File: src/rtl/fpu_flag_collector_if.sv
// rtl/fpu_flag_collector_if.sv - FPU flag input and host read handshake bundle
interface fpu_flag_collector_if #(
  parameter int COUNT_W = 16
);
  logic               flag_valid;
  logic               invalid_in;
  logic               overflow_in;
  logic               underflow_in;
  logic               inexact_in;
  logic [3:0]         trap_en;
  logic               rd_req;
  logic               rd_clr;
  logic               rd_ack;
  logic [3:0]         rd_flags;
  logic [COUNT_W-1:0] rd_op_count;
  logic [COUNT_W-1:0] rd_exc_count;
  logic [3:0]         sticky;
  logic               irq;

  modport slave (
    input  flag_valid, invalid_in, overflow_in, underflow_in, inexact_in, trap_en,
    input  rd_req, rd_clr,
    output rd_ack, rd_flags, rd_op_count, rd_exc_count, sticky, irq
  );

  modport master (
    output flag_valid, invalid_in, overflow_in, underflow_in, inexact_in, trap_en,
    output rd_req, rd_clr,
    input  rd_ack, rd_flags, rd_op_count, rd_exc_count, sticky, irq
  );
endinterface

File: src/rtl/fpu_flag_collector.sv
// rtl/fpu_flag_collector.sv - sticky FPU exception flags, saturating counters, irq and 4-phase host read
module fpu_flag_collector #(
  parameter int COUNT_W = 16
) (
  input logic                 clk,
  input logic                 rst,
  fpu_flag_collector_if.slave bus
);
  localparam logic [COUNT_W-1:0] CNT_MAX = {COUNT_W{1'b1}};

  typedef enum logic [1:0] {IDLE, ACK, DROP} state_t;

  state_t             state_q, state_d;
  logic               snap_en;
  logic               clr;
  logic [3:0]         flags;
  logic [3:0]         sticky_q, sticky_acc, sticky_d;
  logic [COUNT_W-1:0] op_q, op_acc;
  logic [COUNT_W-1:0] exc_q, exc_acc;
  logic               irq_q;
  logic [3:0]         snap_flags_q;
  logic [COUNT_W-1:0] snap_op_q, snap_exc_q;

  assign flags = {bus.invalid_in, bus.overflow_in, bus.underflow_in, bus.inexact_in};

  always_comb begin
    state_d = state_q;
    snap_en = 1'b0;
    case (state_q)
      IDLE: begin
        if (bus.rd_req) begin
          snap_en = 1'b1;
          state_d = ACK;
        end
      end
      ACK:     if (!bus.rd_req) state_d = DROP;
      DROP:    state_d = IDLE;
      default: state_d = IDLE;
    endcase
  end

  // Accumulated values include this cycle's retiring op, so a read snapshot sees it too.
  always_comb begin
    sticky_acc = sticky_q;
    op_acc     = op_q;
    exc_acc    = exc_q;
    if (bus.flag_valid) begin
      sticky_acc = sticky_q | flags;
      if (op_q != CNT_MAX) op_acc = op_q + COUNT_W'(1);
      if ((|flags) && (exc_q != CNT_MAX)) exc_acc = exc_q + COUNT_W'(1);
    end
  end

  assign clr      = snap_en & bus.rd_clr;
  assign sticky_d = clr ? 4'b0000 : sticky_acc;

  always_ff @(posedge clk or posedge rst) begin
    if (rst) begin
      state_q      <= IDLE;
      sticky_q     <= '0;
      op_q         <= '0;
      exc_q        <= '0;
      irq_q        <= 1'b0;
      snap_flags_q <= '0;
      snap_op_q    <= '0;
      snap_exc_q   <= '0;
    end else begin
      state_q  <= state_d;
      sticky_q <= sticky_d;
      op_q     <= clr ? '0 : op_acc;
      exc_q    <= clr ? '0 : exc_acc;
      irq_q    <= |(sticky_d & bus.trap_en);
      if (snap_en) begin
        snap_flags_q <= sticky_acc;
        snap_op_q    <= op_acc;
        snap_exc_q   <= exc_acc;
      end
    end
  end

  // Decoding ack from the state register lets an async reset drop it immediately.
  assign bus.rd_ack       = (state_q == ACK);
  assign bus.rd_flags     = snap_flags_q;
  assign bus.rd_op_count  = snap_op_q;
  assign bus.rd_exc_count = snap_exc_q;
  assign bus.sticky       = sticky_q;
  assign bus.irq          = irq_q;
endmodule

File: src/flat_wrapper.sv
// flat-port wrapper written by rule: the top's interface ports become plain ports
module fpu_flag_collector_flat 
#(
  parameter int COUNT_W = 16
)
  (clk, rst, bus_flag_valid, bus_invalid_in, bus_overflow_in, bus_underflow_in, bus_inexact_in, bus_trap_en, bus_rd_req, bus_rd_clr, bus_rd_ack, bus_rd_flags, bus_rd_op_count, bus_rd_exc_count, bus_sticky, bus_irq);
  fpu_flag_collector_if #(.COUNT_W(COUNT_W)) bus_i ();
  input logic clk;
  input logic rst;
  input wire logic [$bits(bus_i.flag_valid)-1:0] bus_flag_valid;
  input wire logic [$bits(bus_i.invalid_in)-1:0] bus_invalid_in;
  input wire logic [$bits(bus_i.overflow_in)-1:0] bus_overflow_in;
  input wire logic [$bits(bus_i.underflow_in)-1:0] bus_underflow_in;
  input wire logic [$bits(bus_i.inexact_in)-1:0] bus_inexact_in;
  input wire logic [$bits(bus_i.trap_en)-1:0] bus_trap_en;
  input wire logic [$bits(bus_i.rd_req)-1:0] bus_rd_req;
  input wire logic [$bits(bus_i.rd_clr)-1:0] bus_rd_clr;
  output wire logic [$bits(bus_i.rd_ack)-1:0] bus_rd_ack;
  output wire logic [$bits(bus_i.rd_flags)-1:0] bus_rd_flags;
  output wire logic [$bits(bus_i.rd_op_count)-1:0] bus_rd_op_count;
  output wire logic [$bits(bus_i.rd_exc_count)-1:0] bus_rd_exc_count;
  output wire logic [$bits(bus_i.sticky)-1:0] bus_sticky;
  output wire logic [$bits(bus_i.irq)-1:0] bus_irq;
  assign bus_i.flag_valid = bus_flag_valid;
  assign bus_i.invalid_in = bus_invalid_in;
  assign bus_i.overflow_in = bus_overflow_in;
  assign bus_i.underflow_in = bus_underflow_in;
  assign bus_i.inexact_in = bus_inexact_in;
  assign bus_i.trap_en = bus_trap_en;
  assign bus_i.rd_req = bus_rd_req;
  assign bus_i.rd_clr = bus_rd_clr;
  assign bus_rd_ack = bus_i.rd_ack;
  assign bus_rd_flags = bus_i.rd_flags;
  assign bus_rd_op_count = bus_i.rd_op_count;
  assign bus_rd_exc_count = bus_i.rd_exc_count;
  assign bus_sticky = bus_i.sticky;
  assign bus_irq = bus_i.irq;
  fpu_flag_collector #(.COUNT_W(COUNT_W)) u_core (.clk(clk), .rst(rst), .bus(bus_i));
endmodule
File: config.mk
export PLATFORM = sky130hd
export DESIGN_NAME = fpu_flag_collector_flat
export DESIGN_NICKNAME = d
export VERILOG_FILES = /design/src/rtl/fpu_flag_collector_if.sv /design/src/rtl/fpu_flag_collector.sv /design/src/flat_wrapper.sv
export SDC_FILE = /design/constraint.sdc
export NUM_CORES = 1
export LEC_CHECK = 0
export CAP_MARGIN = 10
export CORE_UTILIZATION = 31
export CTS_CLUSTER_SIZE = 20
export DETAILED_ROUTE_END_ITERATION = 7
export GPL_ROUTABILITY_DRIVEN = 0
export SLEW_MARGIN = 20
export SYNTH_ARGS = -nofsm -noshare
export SYNTH_HDL_FRONTEND = slang
export SYNTH_SLANG_ARGS = --single-unit
File: constraint.sdc
create_clock -name clk -period 2.6 [get_ports clk]
set_clock_uncertainty 0.05 [all_clocks]
set_input_delay 0.52 -clock clk [delete_from_list [all_inputs] [get_ports clk]]
set_output_delay 0.52 -clock clk [all_outputs]
set_load 0.005 [all_outputs]
# Yosys cells after proc, flatten, opt, wreduce, memory -nomap -nowiden
# Index checks and enable logic that the tools add are counted.
# totals
regBits,75
latchBits,0
ram_bits,0
romBits,0
inputBits,13
output_inout_bits,42
wordCells,36
mem_count,0
# op_classes
addsub,2
n_mul,0
n_div,0
magnitude_cmp,0
eq_ne,5
n_shift,0
muxes,13
n_bitwise,3
reduce_logical,5
# ops
op,count
16-bit 2-to-1 mux,6
16-bit by 1-bit adder with 16-bit output (second input constant),2
16-bit != test (second input constant),2
4-bit 2-to-1 mux,2
4-bit OR reduction,2
4-bit AND,1
2-bit 2-to-1 mux,2
2-bit != test (second input constant),2
4-bit OR,1
2-bit one-hot mux with 2 select lines,1
2-bit by 1-bit equality test with 1-bit output (second input constant),1
2-bit logical NOT,1
1-bit 2-to-1 mux,2
2-bit AND reduction,1
1-bit AND,1
1-bit logical AND,1

# Depth between registers and ports, before layout
# logic_depth
depth_word,6
depth_mapped,7

# Worst setup path before layout
# No wires, ideal clock.
# synth_path
kind,input to register
startpoint,input port bus_flag_valid
endpoint,"register u_core.snap_op_q[13], in the netlist u_core.bus.rd_op_count[13]"
setup_ps,129
arrival_time_ps,1591
required_time_ps,2421
slack_ps,830
path_stages,5
path_buffers,0
cell_sequence,nand4_1 or4_4 o21a_1 a211oi_2 o21ai_1
# synth_between
elab_chain_cells,1
# synth_rtl
element,line,rtl
"start, declared",flat_wrapper.sv:10,input wire logic [$bits(bus_i.flag_valid)-1:0] bus_flag_valid;
16-bit 2-to-1 mux,fpu_flag_collector.sv:47,if (bus.flag_valid) begin
"end signal, assigned",fpu_flag_collector.sv:75,snap_op_q <= op_acc;
"end, declared",fpu_flag_collector.sv:22,"logic [COUNT_W-1:0] snap_op_q, snap_exc_q;"
# Every way passes these cells.
# A chain may end at the register's enable or synchronous reset.

# Worst setup path after layout
# layout_path
startpoint,register u_core.exc_q[0]
endpoint,"register u_core.snap_exc_q[0], in the netlist u_core.bus.rd_exc_count[0]"
# layout_between
elab_chain_cells,4
word_cells_on_any_way,5
classes_between,1 x add/sub; 1 x eq/ne; 2 x mux; 1 x reduce/logical
# layout_rtl
element,line,rtl
"start, declared",fpu_flag_collector.sv:19,"logic [COUNT_W-1:0] exc_q, exc_acc;"
"start signal, assigned",fpu_flag_collector.sv:71,exc_q <= clr ? '0 : exc_acc;
branches (longest 3 deep; another with 16-bit by 1-bit adder with 16-bit output),-,
16-bit 2-to-1 mux *,fpu_flag_collector.sv:47,
"end signal, assigned",fpu_flag_collector.sv:66,snap_exc_q <= '0;
"end signal, assigned",fpu_flag_collector.sv:76,snap_exc_q <= exc_acc;
"end, declared",fpu_flag_collector.sv:22,
# Every way passes the cells marked *.

==> impl_metrics.ini <==
[logic_synthesis]
postSynthCellCount = 336
ys_ff_latch = 75
synth-edff-count = 0
synth_simple_gate_area_frac = 0.2364
async_reset_ff_frac = 1.000
synth_xor_area_frac = 0.05412
synth_nets = 351
synth_ff_type = dfrtp_1
yosysTopAreaCellShare = 0.5523
netlist_top_cells_count = 75 x dfrtp_1, 47 x nor2_1, 45 x nand2_1
syn_avg_cell_area_um2 = 10.11
synthAdderAreaFrac = 0.007364
synthDistinctLibCells = 47
synth-compound-area-share = 0.1005
synthMuxAreaShare = 0.02135
synth_area_leaders = dfrtp_1 55%, nor2_1 5.2%, nand2_1 5.0%, o21ai_0 4.4%, xnor2_1 3.9%
synth_area_um2 = 3398
ys_seq_area_frac = 0.5523
synth_warnings = 0
synth_top_area_cell = dfrtp_1
synth_top_family_by_area = simple AND/OR/NAND/NOR gates
synth.most_common_cell = dfrtp_1

[detailed_routing]
drt_iter0_drc = 166
drt-wirelength-per-cell_um = 13.76
drc = 0
dr.pass1.iters = 5
ant_nets = 0
vias = 2575
drt_wl_total_um = 7474
vias_per_cell = 4.742

[timing]
final_max_slew_viol_count = 0
hold_viol = 0
worst_pin_slew_ns = 0.5737
max_slew_margin = 0.6123
whs_ns = 0.3944
fmax_mhz = 468.4
finalSetupViolCount = 0
fin_crit_sh = 0.8211
grt_setup_unrepaired = no
finalCriticalPeriod_ns = 2.135
finalSetupTns_ns = 0

[grt]
grt_pass1_vias = 2645
overflow = 0
grt_max_degree = 35
groute.usage.overall = 0.1409
grt_pass1_wl_um = 12550
antenna_found_initial = 0

[clocking]
postCtsSetupBuffers = 0
cts_inserted_buffers = 9
cts_resized = 0
cts_root_buffer = clkbuf_8
cts_tree = done
clock_path_buffers = 2
cts_max_level = 3
cts.sinks = 75
cts_hold_buf = 0
insertion_delay_ns = 0.35
path_clk_slew_ns = 0.08

[pwr]
pwr-share-seq = 0.499
internal-power_mw = 2.087
comb_power_share = 0.196
p_sw_frac = 0.2832
p_leak_nw = 1.843
p_sw_mw = 0.8247
p_per_area_nw_per_um2 = 665.7
ir_drop_mv = 0.3259
p_clk_frac = 0.306

[setup_path]
worstPathMaxFanout = 5
rr_endpoint = u_core.bus.rd_exc_count[0]$_DFFE_PP0N_
r2r_slack_ns = 0.47
cp-end-kind = register
startpoint_type = register
crit_type = reg -> reg
ff2ff_path_depth = 7
crit_required_ns = 2.77
arrival_ns = 2.30
reg2reg_from = u_core.exc_q[0]$_DFF_PP0_

[job]
cap_violations = 0

[layout]
nNetsFinal = 417
syn2layout_area_growth_pct = 28.72
num_antenna_cells = 0
final_cells = 543
drive_gt1_frac = 0.1204
utilization = 0.4181

[die]
core-area_um2 = 10460
die_h_um = 106.7
rows = 37
start_util = 0.3248
dieArea_um2 = 11380
chipWidth_um = 106.7
io_pins = 55

[placement]
dp_cells = 527
hpwl_um = 5441
io_buffers = 54

[min_path]
hold_class = in -> async

[status]
outcome = finished clean
## registers in the layout (all words and copies together), names as in the netlist
register and cells:
u_core.bus.irq 1, u_core.state_q 2, u_core.bus.rd_op_count 16, u_core.exc_q 16, u_core.op_q 16, u_core.bus.rd_flags 4
u_core.bus.rd_exc_count 16, u_core.bus.sticky 4
## power by group through the flow
stage                     logic (mW)  registers, mW  clock network [mW]
final                          0.569           1.45               0.890
after floorplan                0.275           1.45                   0
after global placement         0.567           1.47                   0
after detailed placement       0.577           1.48                   0
after CTS                      0.582           1.45               0.907
after global routing           0.642           1.48               0.961
## area by class of cell
cell class	count	area [µm²]
fill	1056	6088
sequential	75	1877
multi-input combinational	238	1429
timing repair buffer	69	665.6
clock buffer	14	182.7
tap	136	170.2
inverter	9	33.78
clock inverter	2	16.27
## logic make-up (layout without fill, tap and decap cells)
kind of cell / after synthesis / after routing
compound gates: 55 / 55
xor+xnor: 21 / 21
fa+ha+maj: 2 / 2
buf+inv: 23 / 94
flops: 75 / 75
mux: 7 / 7
simple gates: 153 / 153
## worst max path at each step
stage | start | to | slack (ns) | cells past startpoint
finish | u_core.exc_q[0]$_DFF_PP0_ | u_core.bus.rd_exc_count[0]$_DFFE_PP0N_ | 0.47 | 7
detailed placement | bus_underflow_in | u_core.bus.rd_exc_count[15]$_DFFE_PP0N_ | 0.21 | 5
global placement | bus_underflow_in | u_core.bus.rd_exc_count[15]$_DFFE_PP0N_ | 0.24 | 5
global route | u_core.exc_q[0]$_DFF_PP0_ | u_core.bus.rd_exc_count[0]$_DFFE_PP0N_ | 0.30 | 7
CTS | u_core.exc_q[0]$_DFF_PP0_ | u_core.bus.rd_exc_count[0]$_DFFE_PP0N_ | 0.44 | 7
floorplan | rst | u_core.bus.irq$_DFF_PP0_ | 0.12 | 1
## metrics by stage
step | setup WS [ns] | total power, mW | area [µm²]
CTS | 0.4409 | 2.943 | 4374
finish | 0.4653 | 2.912 | 4374
global placement | 0.2434 | 2.036 | 4175
floorplan | 0.1200 | 1.727 | 3398
detailed placement | 0.2104 | 2.053 | 4175
global route | 0.3031 | 3.078 | 4374
## critical path, stage by stage, from the launching register on
cell	delay (ns)
dfrtp_1	0.41
ha_1	0.21
nand4_1	0.14
nor4bb_1	0.55
buf_4	0.25
nor2_1	0.07
xnor2_1	0.22
o21ai_0	0.11
## layout by cell type, fill, tap and decap left out, types with 4 or more instances in the layout
cell type / netlist / final
nand2_1: 45 / 45
xor2_1: 6 / 6
and4_1: 4 / 4
buf_4: 0 / 14
clkdlybuf4s50_1: 0 / 54
dfrtp_1: 75 / 75
clkbuf_8: 0 / 13
o21ai_1: 4 / 4
nor3_1: 10 / 10
nor2b_1: 5 / 5
o21ai_0: 30 / 30
mux2i_1: 5 / 5
nand3_1: 10 / 10
nand4_1: 5 / 5
a21oi_1: 8 / 8
inv_1: 9 / 8
xnor2_1: 15 / 15
nor2_1: 47 / 47
## per-layer routing
layer / up-vias / global-route usage / wire (µm)
li1: 1292 / - / -
met1: 1225 / 0.1827 / 3557
met2: 47 / 0.2281 / 3531
met3: 11 / 0.02796 / 273
met4: 0 / 0.06164 / 112
met5: - / 0 / 0
(Power assumes the default switching activity.)
